==> src/rtl/chnlnk_evt_sched.sv <==
// Event scheduler for the channel-link readout path: queues accepted L1A events with their
// sample counts and tracks framing progress of the head event from the frame FSM state code.
module chnlnk_evt_sched #(
    parameter int unsigned DEPTH_LOG2 = 3,
    parameter int unsigned NSAMP_W    = 5,
    parameter int unsigned L1A_W      = 12
) (
    input  logic                  CLK,
    input  logic                  RST,
    input  logic                  L1A_MATCH,
    input  logic [NSAMP_W-1:0]    NSAMP,
    input  logic [2:0]            FRM_STATE,
    output logic                  L1A_BUF_MT,
    output logic                  END_EVT,
    output logic [DEPTH_LOG2:0]   EVT_CNT,
    output logic [L1A_W-1:0]      HEAD_L1A_NUM,
    output logic [NSAMP_W-1:0]    SMP_IDX,
    output logic                  OVFL,
    output logic                  PROTO_ERR
);

    localparam int unsigned DEPTH = 1 << DEPTH_LOG2;
    localparam logic [DEPTH_LOG2:0] FULL_CNT = {1'b1, {DEPTH_LOG2{1'b0}}};
    localparam logic [2:0] STRT_SAMPLE = 3'b011;
    localparam logic [2:0] LAST_WORD   = 3'b001;

    logic [L1A_W-1:0]      mem_l1a [DEPTH];
    logic [NSAMP_W-1:0]    mem_ns  [DEPTH];

    logic [DEPTH_LOG2-1:0] wr_ptr_q, wr_ptr_d;
    logic [DEPTH_LOG2-1:0] rd_ptr_q, rd_ptr_d;
    logic [DEPTH_LOG2:0]   count_q, count_d;
    logic [L1A_W-1:0]      l1a_cnt_q, l1a_cnt_d;
    logic [NSAMP_W-1:0]    smp_idx_q, smp_idx_d;
    logic                  end_evt_q, end_evt_d;
    logic                  ovfl_q, ovfl_d;
    logic                  proto_q, proto_d;

    logic                  strt, last, not_empty, pop, push;
    logic [NSAMP_W-1:0]    nsamp_eff, head_ns_next;

    always_comb begin
        strt      = (FRM_STATE == STRT_SAMPLE);
        last      = (FRM_STATE == LAST_WORD);
        not_empty = (count_q != '0);
        pop       = last && not_empty;
        push      = L1A_MATCH && ((count_q != FULL_CNT) || pop);
        nsamp_eff = (NSAMP == '0) ? NSAMP_W'(1) : NSAMP;

        wr_ptr_d  = push ? wr_ptr_q + 1'b1 : wr_ptr_q;
        rd_ptr_d  = pop ? rd_ptr_q + 1'b1 : rd_ptr_q;
        l1a_cnt_d = L1A_MATCH ? l1a_cnt_q + 1'b1 : l1a_cnt_q;

        count_d = count_q;
        unique case ({push, pop})
            2'b10:   count_d = count_q + 1'b1;
            2'b01:   count_d = count_q - 1'b1;
            default: count_d = count_q;
        endcase

        smp_idx_d = smp_idx_q;
        if (pop) begin
            smp_idx_d = '0;
        end else if (strt && not_empty && (smp_idx_q != '1)) begin
            smp_idx_d = smp_idx_q + 1'b1;
        end

        // Pointers meet only when the entry being written becomes the head next cycle.
        head_ns_next = (push && (wr_ptr_q == rd_ptr_d)) ? nsamp_eff : mem_ns[rd_ptr_d];
        end_evt_d    = (count_d != '0) && (smp_idx_d >= head_ns_next);

        ovfl_d  = ovfl_q || (L1A_MATCH && !push);
        proto_d = proto_q || ((strt || last) && !not_empty);
    end

    always_ff @(posedge CLK or posedge RST) begin
        if (RST) begin
            wr_ptr_q  <= '0;
            rd_ptr_q  <= '0;
            count_q   <= '0;
            l1a_cnt_q <= '0;
            smp_idx_q <= '0;
            end_evt_q <= 1'b0;
            ovfl_q    <= 1'b0;
            proto_q   <= 1'b0;
        end else begin
            wr_ptr_q  <= wr_ptr_d;
            rd_ptr_q  <= rd_ptr_d;
            count_q   <= count_d;
            l1a_cnt_q <= l1a_cnt_d;
            smp_idx_q <= smp_idx_d;
            end_evt_q <= end_evt_d;
            ovfl_q    <= ovfl_d;
            proto_q   <= proto_d;
        end
    end

    // Storage needs no reset; the occupancy count decides what is valid.
    always_ff @(posedge CLK) begin
        if (push) begin
            mem_l1a[wr_ptr_q] <= l1a_cnt_q;
            mem_ns[wr_ptr_q]  <= nsamp_eff;
        end
    end

    always_comb begin
        L1A_BUF_MT   = (count_q == '0);
        END_EVT      = end_evt_q;
        EVT_CNT      = count_q;
        HEAD_L1A_NUM = (count_q == '0) ? '0 : mem_l1a[rd_ptr_q];
        SMP_IDX      = smp_idx_q;
        OVFL         = ovfl_q;
        PROTO_ERR    = proto_q;
    end

endmodule
==> config.mk <==
export PLATFORM = sky130hd
export DESIGN_NAME = chnlnk_evt_sched
export DESIGN_NICKNAME = d
export VERILOG_FILES = /design/src/rtl/chnlnk_evt_sched.sv
export SDC_FILE = /design/constraint.sdc
export NUM_CORES = 1
export LEC_CHECK = 0
export BUFFER_PORTS_ARGS = -buffer_cell sky130_fd_sc_hd__buf_2
export CORE_UTILIZATION = 30
export CTS_BUF_LIST = sky130_fd_sc_hd__clkbuf_4 sky130_fd_sc_hd__clkbuf_8 sky130_fd_sc_hd__clkbuf_16
export CTS_CLUSTER_DIAMETER = 30
export DETAILED_ROUTE_END_ITERATION = 7
export PLACE_DENSITY = 0.5
export SLEW_MARGIN = 0
export SYNTH_ARGS = -nofsm -noshare
export SYNTH_HDL_FRONTEND = slang
export SYNTH_SLANG_ARGS = --single-unit
==> constraint.sdc <==
create_clock -name CLK -period 4.05 [get_ports CLK]
set_input_delay 0.6075 -clock CLK [delete_from_list [all_inputs] [get_ports CLK]]
set_output_delay 0.6075 -clock CLK [all_outputs]
set_load 0.005 [all_outputs]
==> key figures, run 1 <==
Yosys
  • Area share of fa/ha/maj cells after synthesis: 2.48%
  • Post-synthesis xor/xnor area fraction: under 10%
  • Synth Warn #: 0
  • Syn_nets: between 400 and 500
  • Simple-gate share of the synthesized area: between 7 and 8%
  • Mux cell area share after synthesis: 14.2%
  • Synth Area in Compound Gates: 5.34%
  • Fraction of registers with async set/reset: 18.1%
  • Synthesis-stage register bit count: 166
  • Top FF cell, synth: edfxtp_1
  • Mapped Avg Cell Area: 15.9 sq um
  • Sequential share of the synthesized area: 65.5%
  • Synthesized area: 0.00738 sq mm
  • EDFF count, synth: 136
  • Syn Inst Count: around 470
  • Count of cell types in the netlist: 64
  • Largest family of logic cells by synthesized area: multiplexers

Worst hold path
  • Hold/Removal Path Class: in2async

Layout
  • Post-layout instance count excluding filler cells: 848
  • Final Cell Area: slightly below 0.009 sq mm
  • Final Util: 35.8%
  • Syn-to-layout area delta: 17.6%
  • Share of post-route cells with drive strength above 1: between 20% and 30%
  • Fillers: 2,356
  • Total Nets Final: about 540
  • Reg area: 0.00484 sq mm
  • # diodes: 0
  • Area of the multi-input gates: 0.00240 sq mm

Timing
  • Minimum clock period: 3.61 ns
  • Setup_tns: 0 ns
  • Max Clk Rate: 277 MHz
  • Slew @ Worst Pin: 0.698 ns
  • Fin crit share: 89.2%
  • Layout Skew: 0.0139 ns
  • RSZ-0062 raised after global routing: no
  • Slew Viols, Final: 0
  • Worst slew margin: 53.4%
  • Setup violators final: 0
  • Final Hold Viols: 0

Global routing
  • Largest net degree at the start of global routing: 39
  • Vias in the first global route: 4,322
  • Antenna violations before repair: 0
  • First-pass GRT wire length: 25,700 um
  • Gr ovfl total: 0
  • GRT Total Usage: 13.5%

Drt
  • TritonRoute pass-1 iters: 4
  • Routed WL: 16,100 um
  • Via-to-Cell Ratio: 4.88
  • Residual DRC: 0
  • DR iter-0 viols: 215
  • Total number of vias: 4,137
  • WL per Instance: ~19 um
  • Detail Route Antenna Nets: 0

Die
  • DIE WIDTH: ~160 um
  • Core Area: 0.0242 sq mm
  • Std cell rows: 57
  • DIE AREA: roughly 0.025 sq mm
  • DIE HEIGHT: 159 um
  • Initial core utilization: 30.4%
  • Num ports: 36

Clocking
  • H-tree levels: 4
  • Worst-Skew Late Latency: ~0.42 ns
  • Clock sinks: between 150 and 200
  • CTS hold repair buffers: 0
  • Post-CTS Resized: 0
  • CTS tree: yes
  • Root Buffer: clkbuf_16
  • Post-CTS Setup Repair Bufs: 0
  • Clock transition at path regs: 0.07 ns
  • Num CTS Buffers: 17
  • Max clock buf depth: 2

Status
  • Run status: complete, no violations

Worst setup path
  • Critical path peak fanout: 7
  • Critical-path cell list: ha_1 > mux4_2 > or3_1 > o22ai_1 > o2bb2ai_1 > a21oi_1 > mux2_1 > ha_1 > nand2b_1 > a21o_1 > a21o_1 > a21o_1 > a21o_1 > o41a_1
  • Setup crit end kind: flip-flop
  • Crit Path Category: reg2reg
  • Most frequent CP cell: a21o_1
  • Crit start category: flip-flop
  • Delay of the slowest critical-path stage: 0.49 ns
  • Slowest library cell on the worst path: mux4_2
  • Worst Path Required: 4.35 ns
  • Crit path DAT: 3.91 ns

Place
  • Placed cell area: about 0.008 sq mm
  • IO Port Bufs: 35
  • DP Wirelength: between 10,000 and 15,000 um
  • GP Congestion: approximately 0.83
  • Placed insts: 816

Pwr
  • Worst vdd ir: between 0.0003 and 0.0004 V
  • PD cells: 747 mW/mm^2
  • Pleak: between 3 and 4 nW

Job
  • Max_cap viols: 0
## logic make-up (layout without fill, tap and decap cells)
group	after synthesis	in the layout
flops	166	166
simple gates	98	98
mux	64	64
compound gates	56	56
buf+inv	44	103
xor+xnor	23	23
fa+ha+maj	14	14
## stage by stage
step	hold WS, ns	worst slack, ns	power [W]
floorplan	0.451	0.221	0.00408
detailed placement	0.458	0.372	0.00486
finish	0.278	0.438	0.00647
global route	0.305	0.171	0.00686
global placement	0.453	0.404	0.00483
CTS	0.284	0.402	0.00657
## cell usage after synthesis (all sizes together) (3+ instances only)
master,number,area share [%]
o21ai,11,0.75
mux2i,28,3.8
xor2,8,0.95
nor3,5,0.34
a21oi,8,0.59
nor3b,3,0.37
dfrtp,30,10
nor2,28,1.4
xnor2,14,1.7
a21o,7,0.71
mux2,4,0.61
mux4,32,9.8
nand3,11,0.75
o211ai,4,0.41
edfxtp,136,55
ha,13,2.2
and3,5,0.42
buf,14,0.93
nand4,7,0.59
nand2,22,1.2
clkbuf,16,0.81
a211oi,6,0.61
inv,13,0.70
## state kept, by name, indices dropped and copies added (netlist names)
register / cells
END_EVT: 1
EVT_CNT: 4
OVFL: 1
PROTO_ERR: 1
SMP_IDX: 5
l1a_cnt_q: 12
mem_l1a: 96
mem_ns: 40
rd_ptr_q: 3
wr_ptr_q: 3
## cell type report
cell class                      count  area share [%]
Sequential cell                   166            55.8
Clock inverter                     14            2.19
Inverter                           14           0.649
Timing Repair Buffer               57            4.07
Clock buffer                       18            4.99
Tap cell                          324            4.67
Multi-Input combinational cell    255            27.7
## path summary, 6_finish.rpt
kind	from	to	slack (ns)	cells past startpoint
max reg2reg	rd_ptr_q[0]	END_EVT	0.44	14
min reg2reg	OVFL	OVFL	0.47	1
max	rd_ptr_q[0]	END_EVT	0.44	14
min in group CLK	OVFL	OVFL	0.47	1
min	RST	l1a_cnt_q[0]	0.28	3
max in group asynchronous	RST	rd_ptr_q[0]	3.43	3
## placed cells by master, fill, tap and decap left out, drive strengths merged, types with 5 or more instances in the layout
cell type	instances
a211oi	6
a21o	7
a21oi	8
and3	5
buf	57
clkbuf	18
dfrtp	30
edfxtp	136
ha	13
inv	20
mux2i	28
mux4	32
nand2	22
nand3	11
nand4	7
nor2	28
nor3	5
o21ai	11
xnor2	14
xor2	8
## report_power, final
part | internal [W] | total [W] | switching (W)
sequential | 0.00224 | 0.00254 | 0.000300
clock | 0.00100 | 0.00170 | 0.000699
combinational | 0.00105 | 0.00223 | 0.00119
## critical path, delay by kind of cell (launching register included)
kind | cells | cell delay [ns]
AOI/OAI and AO/OA | 8 | 1.14
adders and majority gates | 2 | 0.60
DFF | 1 | 0.46
muxes | 2 | 0.80
and+or+nand+nor | 2 | 0.49
## layer usage
metal / up-vias / share of wire, % / GRT usage (%)
li1: 1906 / - / -
met1: 2141 / 48 / 17.9
met2: 79 / 49 / 22.4
met3: 11 / 3.2 / 2.64
met4: 0 / 0.76 / 3.97
met5: - / 0 / 0
Note: power is estimated with default switching activity, not from simulation.
==> run 2: changes to the inputs <==
--- a/config.mk
+++ b/config.mk
@@ -6,11 +6,11 @@
 export NUM_CORES = 1
 export LEC_CHECK = 0
 export BUFFER_PORTS_ARGS = -buffer_cell sky130_fd_sc_hd__buf_2
-export CORE_UTILIZATION = 30
+export CORE_UTILIZATION = 50
 export CTS_BUF_LIST = sky130_fd_sc_hd__clkbuf_4 sky130_fd_sc_hd__clkbuf_8 sky130_fd_sc_hd__clkbuf_16
 export CTS_CLUSTER_DIAMETER = 30
 export DETAILED_ROUTE_END_ITERATION = 7
-export PLACE_DENSITY = 0.5
+export PLACE_DENSITY = 0.72
 export SLEW_MARGIN = 0
 export SYNTH_ARGS = -nofsm -noshare
 export SYNTH_HDL_FRONTEND = slang
==> run 2 against run 1 <==
Effect of this change:
- cell area shrank 2.5%
- clock power is 3% lower
- sequential cell count did not move
- critical path depth fell by 1
- critical endpoint unchanged
- highest routed layer unchanged
- die area is 40% lower
==> key figures, run 2 (same netlist as run 1, synthesis figures left out) <==
Layout
  • Share of post-route cells with drive strength above 1: 25.9% (was 26.3%)
  • Commonest cells after routing, fill and taps aside: 136 x edfxtp_1, 35 x buf_2, 32 x mux4_2 (unchanged)
  • Commonest non-fill, non-tap cell in the layout: edfxtp_1 (unchanged)
  • Biggest regs: mem_l1a: 96 flops, mem_ns: 40 flops, l1a_cnt_q: 12 flops (unchanged)
  • Reg with most FFs: mem_l1a (unchanged)
  • Syn-to-layout area delta: 14.6% (was 17.6%)
  • # diodes: 0 (unchanged)
  • Flip-flop count of the largest register after layout: 96 (unchanged)
  • Final Util: 58.4% (was 35.8%)
  • Total Nets Final: 533 (was 536)

Die
  • DIE HEIGHT: 123 um (was 159 um)
  • DIE WIDTH: 123 um (was 159 um)
  • Initial core utilization: 51.0% (was 30.4%)
  • Core Area: 0.0145 sq mm (was 0.0242 sq mm)
  • Std cell rows: 44 (was 57)
  • Num ports: 36 (unchanged)
  • DIE AREA: 0.0152 sq mm (was 0.0252 sq mm)

Clocking
  • Clock transition at path regs: 0.07 ns (about the same)
  • Post-CTS Resized: 0 (unchanged)
  • H-tree levels: 4 (unchanged)
  • Num CTS Buffers: 17 (unchanged)
  • Root Buffer: clkbuf_16 (unchanged)
  • CTS hold repair buffers: 0 (unchanged)
  • Post-CTS Setup Repair Bufs: 0 (unchanged)
  • CTS tree: yes (unchanged)
  • Clock sinks: 166 (unchanged)
  • Worst-Skew Late Latency: 0.42 ns (about the same)
  • Max clock buf depth: 2 (unchanged)

Worst setup path
  • Setup crit end kind: flip-flop (unchanged)
  • Crit path DAT: 3.85 ns (was 3.91 ns)
  • Buf/Inv on CP: 1 (was 0)
  • Critical path peak fanout: 12 (was 7)
  • Worst r2r src: EVT_CNT[0] (was rd_ptr_q[0])
  • Worst Path Required: 4.35 ns (about the same)
  • Slowest library cell on the worst path: or4_4 (was mux4_2)
  • Delay of the slowest critical-path stage: 0.64 ns (was 0.49 ns)
  • Crit Path Category: reg2reg (unchanged)
  • Reg2reg setup slack: 0.50 ns (was 0.44 ns)
  • Most frequent CP cell: a21o_1 (unchanged)
  • Crit start category: flip-flop (unchanged)
  • Critical-path cell list: or4_4 > nand2_4 > inv_2 > xnor3_1 > nand4b_4 > mux2_1 > ha_1 > nand2b_1 > a21o_1 > a21o_1 > a21o_1 > a21o_1 > o41a_1 (was ha_1 > mux4_2 > or3_1 > o22ai_1 > o2bb2ai_1 > a21oi_1 > mux2_1 > ha_1 > nand2b_1 > a21o_1 > a21o_1 > a21o_1 > a21o_1 > o41a_1)
  • Depth of the most critical reg-to-reg path: 13 (was 14)
  • Family with the most delay on the worst path: simple AND/OR/NAND/NOR gates (was compound AO/OA/AOI/OAI gates)
  • FF-to-FF End: END_EVT (unchanged)

Global routing
  • Vias in the first global route: 4,276 (was 4,322)
  • Largest net degree at the start of global routing: 39 (unchanged)
  • Antenna violations before repair: 0 (unchanged)
  • GRT Total Usage: 21.6% (was 13.5%)
  • Gr ovfl total: 0 (unchanged)
  • First-pass GRT wire length: 23,300 um (was 25,700 um)

Timing
  • RSZ-0062 raised after global routing: no (unchanged)
  • Setup_tns: 0 ns (unchanged)
  • Worst slew margin: 63.1% (was 53.4%)
  • PnR worst setup slack: 0.502 ns (was 0.438 ns)
  • Final Hold Viols: 0 (unchanged)
  • Slew Viols, Final: 0 (unchanged)
  • Hold Worst Slack: 0.264 ns (was 0.278 ns)
  • Minimum clock period: 3.55 ns (was 3.61 ns)
  • Layout Skew: 0.00664 ns (was 0.0139 ns)
  • Fin crit share: 87.6% (was 89.2%)
  • Setup violators final: 0 (unchanged)
  • Slew @ Worst Pin: 0.554 ns (was 0.698 ns)
  • Max Clk Rate: 282 MHz (was 277 MHz)

Drt
  • TritonRoute pass-1 iters: 5 (was 4)
  • Routed WL: 14,700 um (was 16,100 um)
  • Total number of vias: 4,099 (was 4,137)
  • Detail Route Antenna Nets: 0 (unchanged)
  • Via-to-Cell Ratio: 5.81 (was 4.88)
  • WL per Instance: 20.9 um (was 19.0 um)
  • Residual DRC: 0 (unchanged)
  • DR iter-0 viols: 236 (was 215)

Place
  • GP Congestion: 0.889 (was 0.832)
  • DP Wirelength: 8840 um (was 10,500 um)
  • Pre-CTS setup slack: 0.302 ns (was 0.372 ns)
  • IO Port Bufs: 35 (unchanged)

Pwr
  • Flop pwr share: 39.3% (was 39.2%)
  • Pwr Total: 0.00637 W (was 0.00647 W)
  • Worst vdd ir: 0.000580 V (was 0.000379 V)
  • PD cells: 753 mW/mm^2 (was 747 mW/mm^2)
  • Clock share of power: 25.9% (was 26.2%)
  • Pint: 0.00428 W (was 0.00429 W)
  • Pleak: 3.16 nW (was 3.19 nW)
  • Comb pwr share: 34.7% (was 34.5%)
  • Switching power: 0.00209 W (was 0.00218 W)
  • Net Sw Frac: 32.8% (was 33.7%)

Worst hold path
  • Hold/Removal Path Class: in2async (unchanged)

Job
  • Max_cap viols: 0 (unchanged)

Status
  • Run status: complete, no violations (unchanged)
[run 2: cell types whose count changed in the layout (fill, tap and decap cells not counted), sizes merged]
cell      change
bufinv        -1
inv           -3
buf           -3
clkbuf        +3
clkinvlp      +2
clkinv        -1
[run 2: per-stage QoR]
stage	instance area [sq um]	std cells
6_report	8460	705
5_1_grt	8460	705
4_1_cts	8460	705
3_5_place_dp	7840	673
3_3_place_gp	7840	673
2_1_floorplan	7380	465
[run 2: power groups by stage]
stage               Clock [W]  Combinational (W)  Sequential (W)
floorplan                   0            0.00164         0.00244
global placement            0            0.00219         0.00251
detailed placement          0            0.00223         0.00253
CTS                   0.00168            0.00225         0.00251
global route          0.00175            0.00243         0.00255
finish                0.00165            0.00221         0.00250
[run 2: worst max-delay path by stage]
stage / depth (start not counted) / endpoint / slack, ns / start
6_report: 13 / END_EVT / 0.50 / EVT_CNT[0]
5_1_grt: 14 / END_EVT / 0.33 / rd_ptr_q[0]
4_1_cts: 14 / END_EVT / 0.50 / rd_ptr_q[0]
3_5_place_dp: 13 / END_EVT / 0.30 / FRM_STATE[1]
3_3_place_gp: 13 / END_EVT / 0.37 / FRM_STATE[1]
2_1_floorplan: 5 / mem_l1a[2][0] / 0.22 / FRM_STATE[1]
[run 2: worst reg2reg max path: cells and delay by family, from the launching register on]
kind                       cells  cell delay [ns]
AOI/OAI and AO/OA              5             0.79
xor gates and xnor gates       1             0.29
adders and majority gates      1             0.26
buffers and inverters          1             0.11
DFF                            1             0.45
muxes                          1             0.36
and+or+nand+nor                4             1.16
[run 2: routing by layer]
metal	up-vias	track usage (%)	part of all wire, %
li1	1897	-	-
met1	2068	28.2	44
met2	116	35.6	50
met3	18	5.49	5.4
met4	0	6.93	1.2
met5	-	0	0
[run 2: layout make-up]
class	instances	area, sq um
Clock buffer	21	485
Clock inverter	11	134
Fill cell	1077	6020
Inverter	14	56.3
Multi-Input combinational cell	255	2400
Sequential cell	166	4840
Tap cell	184	230
Timing Repair Buffer	54	318
